`config.mk`:
```
export PLATFORM = sky130hd
export DESIGN_NAME = apb_master_bridge_flat
export DESIGN_NICKNAME = d
export VERILOG_FILES = /design/src/rtl/apb_master_bridge_if.sv /design/src/rtl/apb_master_bridge.sv /design/src/flat_wrapper.sv
export SDC_FILE = /design/constraint.sdc
export NUM_CORES = 1
export LEC_CHECK = 0
export ABC_AREA = 1
export ABC_CLOCK_PERIOD_IN_PS = 4370
export BUFFER_PORTS_ARGS = -buffer_cell sky130_fd_sc_hd__clkbuf_2
export CORE_ASPECT_RATIO = 1.5
export CORE_MARGIN = 5
export CORE_UTILIZATION = 45
export DETAILED_ROUTE_END_ITERATION = 8
export PLACE_DENSITY_LB_ADDON = 0.12
export SKIP_LAST_GASP = 1
export SLEW_MARGIN = 15
export SYNTH_ARGS = -nofsm -noshare
export SYNTH_HDL_FRONTEND = slang
export SYNTH_SLANG_ARGS = --single-unit
```
`constraint.sdc`:
```
create_clock -name PCLK -period 4.37 [get_ports PCLK]
set_clock_uncertainty 0.15 [all_clocks]
set_input_delay 0.874 -clock PCLK [delete_from_list [all_inputs] [get_ports PCLK]]
set_output_delay 0.874 -clock PCLK [all_outputs]
set_load 0.02 [all_outputs]
```
`src/rtl/apb_master_bridge_if.sv`:
```
// Bus bundle between the CPU data port, the APB initiator and the four APB slaves.
// The master modport is the bridge's view; the slave modport is the environment's view.
interface apb_master_bridge_if;
    // CPU side
    logic        cpu_req;
    logic        cpu_we;
    logic [31:0] cpu_addr;
    logic [31:0] cpu_wdata;
    logic [31:0] cpu_rdata;
    logic        cpu_ready;
    logic        cpu_err;
    // APB side
    logic [31:0] PADDR;
    logic [31:0] PWDATA;
    logic        PWRITE;
    logic [3:0]  PSEL;
    logic        PENABLE;
    logic [31:0] PRDATA0;
    logic [31:0] PRDATA1;
    logic [31:0] PRDATA2;
    logic [31:0] PRDATA3;
    logic        PREADY0;
    logic        PREADY1;
    logic        PREADY2;
    logic        PREADY3;

    modport master (
        input  cpu_req, cpu_we, cpu_addr, cpu_wdata,
        output cpu_rdata, cpu_ready, cpu_err,
        output PADDR, PWDATA, PWRITE, PSEL, PENABLE,
        input  PRDATA0, PRDATA1, PRDATA2, PRDATA3,
        input  PREADY0, PREADY1, PREADY2, PREADY3
    );

    modport slave (
        output cpu_req, cpu_we, cpu_addr, cpu_wdata,
        input  cpu_rdata, cpu_ready, cpu_err,
        input  PADDR, PWDATA, PWRITE, PSEL, PENABLE,
        output PRDATA0, PRDATA1, PRDATA2, PRDATA3,
        output PREADY0, PREADY1, PREADY2, PREADY3
    );
endinterface

```
`src/rtl/apb_master_bridge.sv`:
```
// APB initiator bridging the CPU data bus to four APB slaves (SETUP/ACCESS sequencing,
// address decode, one-cycle completion pulse).
// Optional feature: define APB_TIMEOUT_EN to abort an ACCESS phase after TIMEOUT_CYCLES cycles.
module apb_master_bridge #(
    parameter logic [15:0] BASE_HI        = 16'h1000,
    parameter int unsigned TIMEOUT_CYCLES = 16
) (
    input logic                 PCLK,
    input logic                 PRESET,
    apb_master_bridge_if.master bus
);

    typedef enum logic [1:0] {StIdle, StSetup, StAccess, StDone} state_e;

    state_e      state_q, state_d;
    logic [31:0] paddr_q, paddr_d;
    logic [31:0] pwdata_q, pwdata_d;
    logic        pwrite_q, pwrite_d;
    logic [1:0]  idx_q, idx_d;
    logic [31:0] rdata_q, rdata_d;
    logic        err_q, err_d;

    logic        addr_valid;
    logic        sel_ready;
    logic [31:0] sel_rdata;

    // A zero limit would make the abort compare wrap; reject it at elaboration.
    if (TIMEOUT_CYCLES == 0) begin : g_bad_timeout
        $error("TIMEOUT_CYCLES must be at least 1");
    end

`ifdef APB_TIMEOUT_EN
    localparam int unsigned CntW = $clog2(TIMEOUT_CYCLES + 1);
    logic [CntW-1:0] cnt_q, cnt_d;
`endif

    // Slave window: upper half must match BASE_HI, only slave indices 0..3 exist.
    assign addr_valid = (bus.cpu_addr[31:16] == BASE_HI) && (bus.cpu_addr[15:14] == 2'b00);

    // Route only the selected slave's response; the others are ignored.
    always_comb begin
        sel_ready = 1'b0;
        sel_rdata = '0;
        unique case (idx_q)
            2'd0: begin sel_ready = bus.PREADY0; sel_rdata = bus.PRDATA0; end
            2'd1: begin sel_ready = bus.PREADY1; sel_rdata = bus.PRDATA1; end
            2'd2: begin sel_ready = bus.PREADY2; sel_rdata = bus.PRDATA2; end
            2'd3: begin sel_ready = bus.PREADY3; sel_rdata = bus.PRDATA3; end
            default: ;
        endcase
    end

    // Next-state logic for the transfer FSM and its datapath registers.
    always_comb begin
        state_d  = state_q;
        paddr_d  = paddr_q;
        pwdata_d = pwdata_q;
        pwrite_d = pwrite_q;
        idx_d    = idx_q;
        rdata_d  = rdata_q;
        err_d    = err_q;
`ifdef APB_TIMEOUT_EN
        cnt_d    = cnt_q;
`endif
        unique case (state_q)
            StIdle: begin
                if (bus.cpu_req) begin
                    if (addr_valid) begin
                        paddr_d  = bus.cpu_addr;
                        pwdata_d = bus.cpu_wdata;
                        pwrite_d = bus.cpu_we;
                        idx_d    = bus.cpu_addr[13:12];
                        state_d  = StSetup;
                    end else begin
                        // Decode miss: complete immediately without touching the APB.
                        err_d   = 1'b1;
                        rdata_d = '0;
                        state_d = StDone;
                    end
                end
            end
            StSetup: begin
`ifdef APB_TIMEOUT_EN
                cnt_d = '0;
`endif
                state_d = StAccess;
            end
            StAccess: begin
                if (sel_ready) begin
                    err_d   = 1'b0;
                    rdata_d = pwrite_q ? 32'd0 : sel_rdata;
                    state_d = StDone;
`ifdef APB_TIMEOUT_EN
                end else if (cnt_q == CntW'(TIMEOUT_CYCLES - 1)) begin
                    err_d   = 1'b1;
                    rdata_d = '0;
                    state_d = StDone;
                end else begin
                    cnt_d = cnt_q + 1'b1;
`endif
                end
            end
            StDone: begin
                state_d = StIdle;
            end
            default: state_d = StIdle;
        endcase
    end

    // State and datapath registers, cleared asynchronously.
    always_ff @(posedge PCLK or posedge PRESET) begin
        if (PRESET) begin
            state_q  <= StIdle;
            paddr_q  <= '0;
            pwdata_q <= '0;
            pwrite_q <= 1'b0;
            idx_q    <= '0;
            rdata_q  <= '0;
            err_q    <= 1'b0;
        end else begin
            state_q  <= state_d;
            paddr_q  <= paddr_d;
            pwdata_q <= pwdata_d;
            pwrite_q <= pwrite_d;
            idx_q    <= idx_d;
            rdata_q  <= rdata_d;
            err_q    <= err_d;
        end
    end

`ifdef APB_TIMEOUT_EN
    // ACCESS-phase cycle counter.
    always_ff @(posedge PCLK or posedge PRESET) begin
        if (PRESET) begin
            cnt_q <= '0;
        end else begin
            cnt_q <= cnt_d;
        end
    end
`endif

    // Outputs decoded from state so that reset clears them without a clock edge.
    always_comb begin
        bus.PADDR     = paddr_q;
        bus.PWDATA    = pwdata_q;
        bus.PWRITE    = pwrite_q;
        bus.PSEL      = ((state_q == StSetup) || (state_q == StAccess)) ? (4'b0001 << idx_q) : 4'b0000;
        bus.PENABLE   = (state_q == StAccess);
        bus.cpu_ready = (state_q == StDone);
        bus.cpu_err   = (state_q == StDone) && err_q;
        bus.cpu_rdata = rdata_q;
    end

endmodule

```
`src/flat_wrapper.sv`:
```
// flat-port wrapper written by rule: the top's interface ports become plain ports
module apb_master_bridge_flat 
#(
    parameter logic [15:0] BASE_HI        = 16'h1000,
    parameter int unsigned TIMEOUT_CYCLES = 16
)
  (PCLK, PRESET, bus_cpu_req, bus_cpu_we, bus_cpu_addr, bus_cpu_wdata, bus_cpu_rdata, bus_cpu_ready, bus_cpu_err, bus_PADDR, bus_PWDATA, bus_PWRITE, bus_PSEL, bus_PENABLE, bus_PRDATA0, bus_PRDATA1, bus_PRDATA2, bus_PRDATA3, bus_PREADY0, bus_PREADY1, bus_PREADY2, bus_PREADY3);
  apb_master_bridge_if bus_i ();
  input logic PCLK;
  input logic PRESET;
  input wire logic [$bits(bus_i.cpu_req)-1:0] bus_cpu_req;
  input wire logic [$bits(bus_i.cpu_we)-1:0] bus_cpu_we;
  input wire logic [$bits(bus_i.cpu_addr)-1:0] bus_cpu_addr;
  input wire logic [$bits(bus_i.cpu_wdata)-1:0] bus_cpu_wdata;
  output wire logic [$bits(bus_i.cpu_rdata)-1:0] bus_cpu_rdata;
  output wire logic [$bits(bus_i.cpu_ready)-1:0] bus_cpu_ready;
  output wire logic [$bits(bus_i.cpu_err)-1:0] bus_cpu_err;
  output wire logic [$bits(bus_i.PADDR)-1:0] bus_PADDR;
  output wire logic [$bits(bus_i.PWDATA)-1:0] bus_PWDATA;
  output wire logic [$bits(bus_i.PWRITE)-1:0] bus_PWRITE;
  output wire logic [$bits(bus_i.PSEL)-1:0] bus_PSEL;
  output wire logic [$bits(bus_i.PENABLE)-1:0] bus_PENABLE;
  input wire logic [$bits(bus_i.PRDATA0)-1:0] bus_PRDATA0;
  input wire logic [$bits(bus_i.PRDATA1)-1:0] bus_PRDATA1;
  input wire logic [$bits(bus_i.PRDATA2)-1:0] bus_PRDATA2;
  input wire logic [$bits(bus_i.PRDATA3)-1:0] bus_PRDATA3;
  input wire logic [$bits(bus_i.PREADY0)-1:0] bus_PREADY0;
  input wire logic [$bits(bus_i.PREADY1)-1:0] bus_PREADY1;
  input wire logic [$bits(bus_i.PREADY2)-1:0] bus_PREADY2;
  input wire logic [$bits(bus_i.PREADY3)-1:0] bus_PREADY3;
  assign bus_i.cpu_req = bus_cpu_req;
  assign bus_i.cpu_we = bus_cpu_we;
  assign bus_i.cpu_addr = bus_cpu_addr;
  assign bus_i.cpu_wdata = bus_cpu_wdata;
  assign bus_cpu_rdata = bus_i.cpu_rdata;
  assign bus_cpu_ready = bus_i.cpu_ready;
  assign bus_cpu_err = bus_i.cpu_err;
  assign bus_PADDR = bus_i.PADDR;
  assign bus_PWDATA = bus_i.PWDATA;
  assign bus_PWRITE = bus_i.PWRITE;
  assign bus_PSEL = bus_i.PSEL;
  assign bus_PENABLE = bus_i.PENABLE;
  assign bus_i.PRDATA0 = bus_PRDATA0;
  assign bus_i.PRDATA1 = bus_PRDATA1;
  assign bus_i.PRDATA2 = bus_PRDATA2;
  assign bus_i.PRDATA3 = bus_PRDATA3;
  assign bus_i.PREADY0 = bus_PREADY0;
  assign bus_i.PREADY1 = bus_PREADY1;
  assign bus_i.PREADY2 = bus_PREADY2;
  assign bus_i.PREADY3 = bus_PREADY3;
  apb_master_bridge #(.BASE_HI(BASE_HI), .TIMEOUT_CYCLES(TIMEOUT_CYCLES)) u_core (.PCLK(PCLK), .PRESET(PRESET), .bus(bus_i));
endmodule
```
==> flow_metrics.env <==
export IMPL_outcome="complete, no violations"
export IMPL_fraction_of_final_layout_cells_sized_beyond_drive_strength_1_pct=33.5
export IMPL_cts_htree_levels=3
export IMPL_worst_slew_pin_slew_ns=1.04
export IMPL_tritoncts_clock_tree="yes"
export IMPL_register_to_register_path_setup_slack_ns=1.44
export IMPL_setup_tns_ns=0
export IMPL_cts_buffers_inserted=9
export IMPL_crit_reg2reg_launch="u_core.bus.PADDR[12]"
export IMPL_final_hold_viol_count=0
export IMPL_pin_count=304
export IMPL_overflow=0
export IMPL_slew_headroom_pct=30.4
export IMPL_flow_area_growth_from_synthesis_pct=34.4
export IMPL_data_arrival_critical_path_ns=2.19
export IMPL_worst_hold_startpoint="u_core.bus.PADDR[6]"
export IMPL_drt_wirelength_microns=17600
export IMPL_ys_warn_count=0
export IMPL_tritoncts_num_sinks=100
export IMPL_achievable_frequency_ghz=0.311
export IMPL_cts_hold_buffers=0
export IMPL_routed_via_count=5827
export IMPL_cp_start_kind="flip-flop"
export IMPL_end_kind="primary output"
export IMPL_fin_area_sq_um=7260
export IMPL_detail_route_wirelength_met1_microns=7100
export IMPL_cell_count_of_the_worst_reg_to_reg_path=9
export IMPL_power_density_nw_per_um2=387
export IMPL_hp_class="flip-flop to flip-flop"
export IMPL_track_usage_pct=24.1
export IMPL_mostFrequentLayoutCell="clkbuf_2"
export IMPL_area_post_placement_sq_um=6950
export IMPL_crit_required_ns=3.35
export IMPL_nNetsFinal=1230
export IMPL_timing_critical_path_fanout_max=45
export IMPL_power_leakage_nw=4.38
export IMPL_insertion_delay_ns=0.33
export IMPL_critical_path_class="flip-flop to primary output"
export IMPL_std_cell_rows=49
export IMPL_die_width_microns=99.5
export IMPL_vias_per_cell=4.92
export IMPL_chipHeight_microns=144
export IMPL_clock_tree_buffer_depth=2
export IMPL_first_global_vias=5482
export IMPL_clk_transition_reported_paths_ns=0.06
export IMPL_wl_met3_microns=1570
export IMPL_grt_start_max_net_pins=90
export IMPL_core_area_sq_um=11900
export IMPL_drc=0
export IMPL_reg2reg_to="u_core.bus.cpu_rdata[2]"
export IMPL_port_buffers=303
export IMPL_initial_utilization_pct=45.4
export IMPL_yosys_register_bits=100
export IMPL_routed_wl_met2_microns=8710
export IMPL_seq_area_frac_synth_pct=46.3
export IMPL_synthesis_nets=962
export IMPL_ir_drop_v=0.000338
export IMPL_dp_cells=1168
export IMPL_period_needed_ns=3.22
export IMPL_postSynthAreaPerCell_sq_um=7.13
export IMPL_hold_path_cell_count=2
export IMPL_dr_first_iter_drc_count=222
export IMPL_setup_viol_count_final=0
export IMPL_min_period_over_period_pct=73.6
export IMPL_detailedPlacementHpwl_microns=13600
export IMPL_count_of_non_filler_cells_in_the_finished_layout=1185
export IMPL_gp_congestion=0.858
export IMPL_final_max_slew_violation_count=0
export IMPL_max_cap_violations=0
export IMPL_synth_cell_types=20
export IMPL_antenna_found_initial=1
export IMPL_top_layer="met4"
export IMPL_grt_setup_unrepaired="no"
export IMPL_mostFrequentLayoutCells="303 x clkbuf_2, 220 x nand2_1, 129 x nand3_1"
export IMPL_detail_route_wl_per_cell_microns=14.9
export IMPL_design_die_area_sq_um=14300
export IMPL_synth_cells=758
export IMPL_post_cts_setup_buffer_count=0
export IMPL_timing_hold_worst_endpoint="u_core.bus.PADDR[6]"
export IMPL_clk_root_buffer_cell="clkbuf_16"
export IMPL_drt_pass1_iterations=4
export IMPL_final_antenna_net_count=0
export IMPL_post_cts_resize_count=0
export IMPL_grt_pass1_wl_microns=27700
export IMPL_mappedNetlistArea_sq_um=5400
[registers in the layout, summed over array words and instances, names as in the netlist]
register,flops
u_core.bus.PADDR,32
u_core.bus.cpu_rdata,32
u_core.state_q,2
u_core.bus.PWDATA,32
u_core.bus.PWRITE,1
u_core.err_q,1
[metal layers]
layer	track usage, %	vias to the layer above
met5	0	-
met3	5.69	16
met2	41.1	253
met1	30.6	2577
li1	-	2981
met4	6.69	0
[Yosys cell counts]
cell type  number  area share, %
a21oi_1        21            1.9
a21oi_2         1           0.16
buf_2          27            2.5
buf_4           3           0.42
clkbuf_1       26            1.8
dfrtp_1       100             46
ha_1            4           0.93
inv_1          50            3.5
inv_2           3           0.21
nand2_1       220             15
nand2_2         1           0.12
nand3_1       129             12
nand3_2         3           0.56
nand4_1        32            3.7
nor2_1        100            6.9
nor2_4          1           0.21
nor3_1          3           0.28
o21ai_0        31            2.9
o21ai_1         1          0.093
or2_2           2           0.23
[cells by family after synthesis]
kind of cell,share of synthesized area [%]
and+or+nand+nor,39.3
buffers and inverters,8.41
DFF,46.3
AOI/OAI and AO/OA,5.07
adders and majority gates,0.926
[cell type report]
type | instances | area, sq um
diodes | 1 | 2.50
flip-flops and latches | 100 | 2500
repair buffers | 313 | 1590
fillers | 1201 | 4630
multi-input cells | 549 | 2460
clock buffers | 11 | 253
well taps | 153 | 191
inverters | 53 | 201
clock inverters | 5 | 60.1
[worst max-delay path by stage]
stage                         start                       end  slack [ns]  cells past startpoint
6_report       u_core.bus.PADDR[13]               bus_PSEL[0]        1.15                      4
4_1_cts        u_core.bus.PADDR[13]               bus_PSEL[0]        1.13                      4
5_1_grt        u_core.bus.PADDR[13]               bus_PSEL[0]        1.00                      4
3_5_place_dp       bus_cpu_addr[18]   u_core.bus.cpu_rdata[2]        1.46                      8
2_1_floorplan                PRESET       u_core.bus.PADDR[0]        0.73                      1
3_3_place_gp   u_core.bus.PADDR[12]  u_core.bus.cpu_rdata[29]        1.49                      9
[report_power, final]
part	internal [W]	total [W]	switching, W
sequential	0.00101	0.00106	0.0000474
combinational	0.000297	0.000946	0.000649
clock	0.000476	0.000809	0.000333
[worst max-delay path, cell delays in order, from the launching register on]
cell and delay, ns:
dfrtp_2 0.41, inv_2 0.46, nand2_2 0.57, nor2_1 0.22, clkbuf_2 0.20
[per-stage QoR]
| stage | setup slack, ns | power [W] | util [%] | hold slack, ns |
|---|---|---|---|---|
| 4_1_cts | 1.13 | 0.00284 | 61.0 | 0.324 |
| 2_1_floorplan | 0.727 | 0.00171 | - | 0.292 |
| 3_5_place_dp | 1.46 | 0.00203 | 58.4 | 0.308 |
| 6_report | 1.15 | 0.00281 | 61.0 | 0.320 |
| 5_1_grt | 1.00 | 0.00299 | 61.0 | 0.339 |
| 3_3_place_gp | 1.49 | 0.00201 | 58.4 | 0.302 |
(Power assumes the default switching activity.)
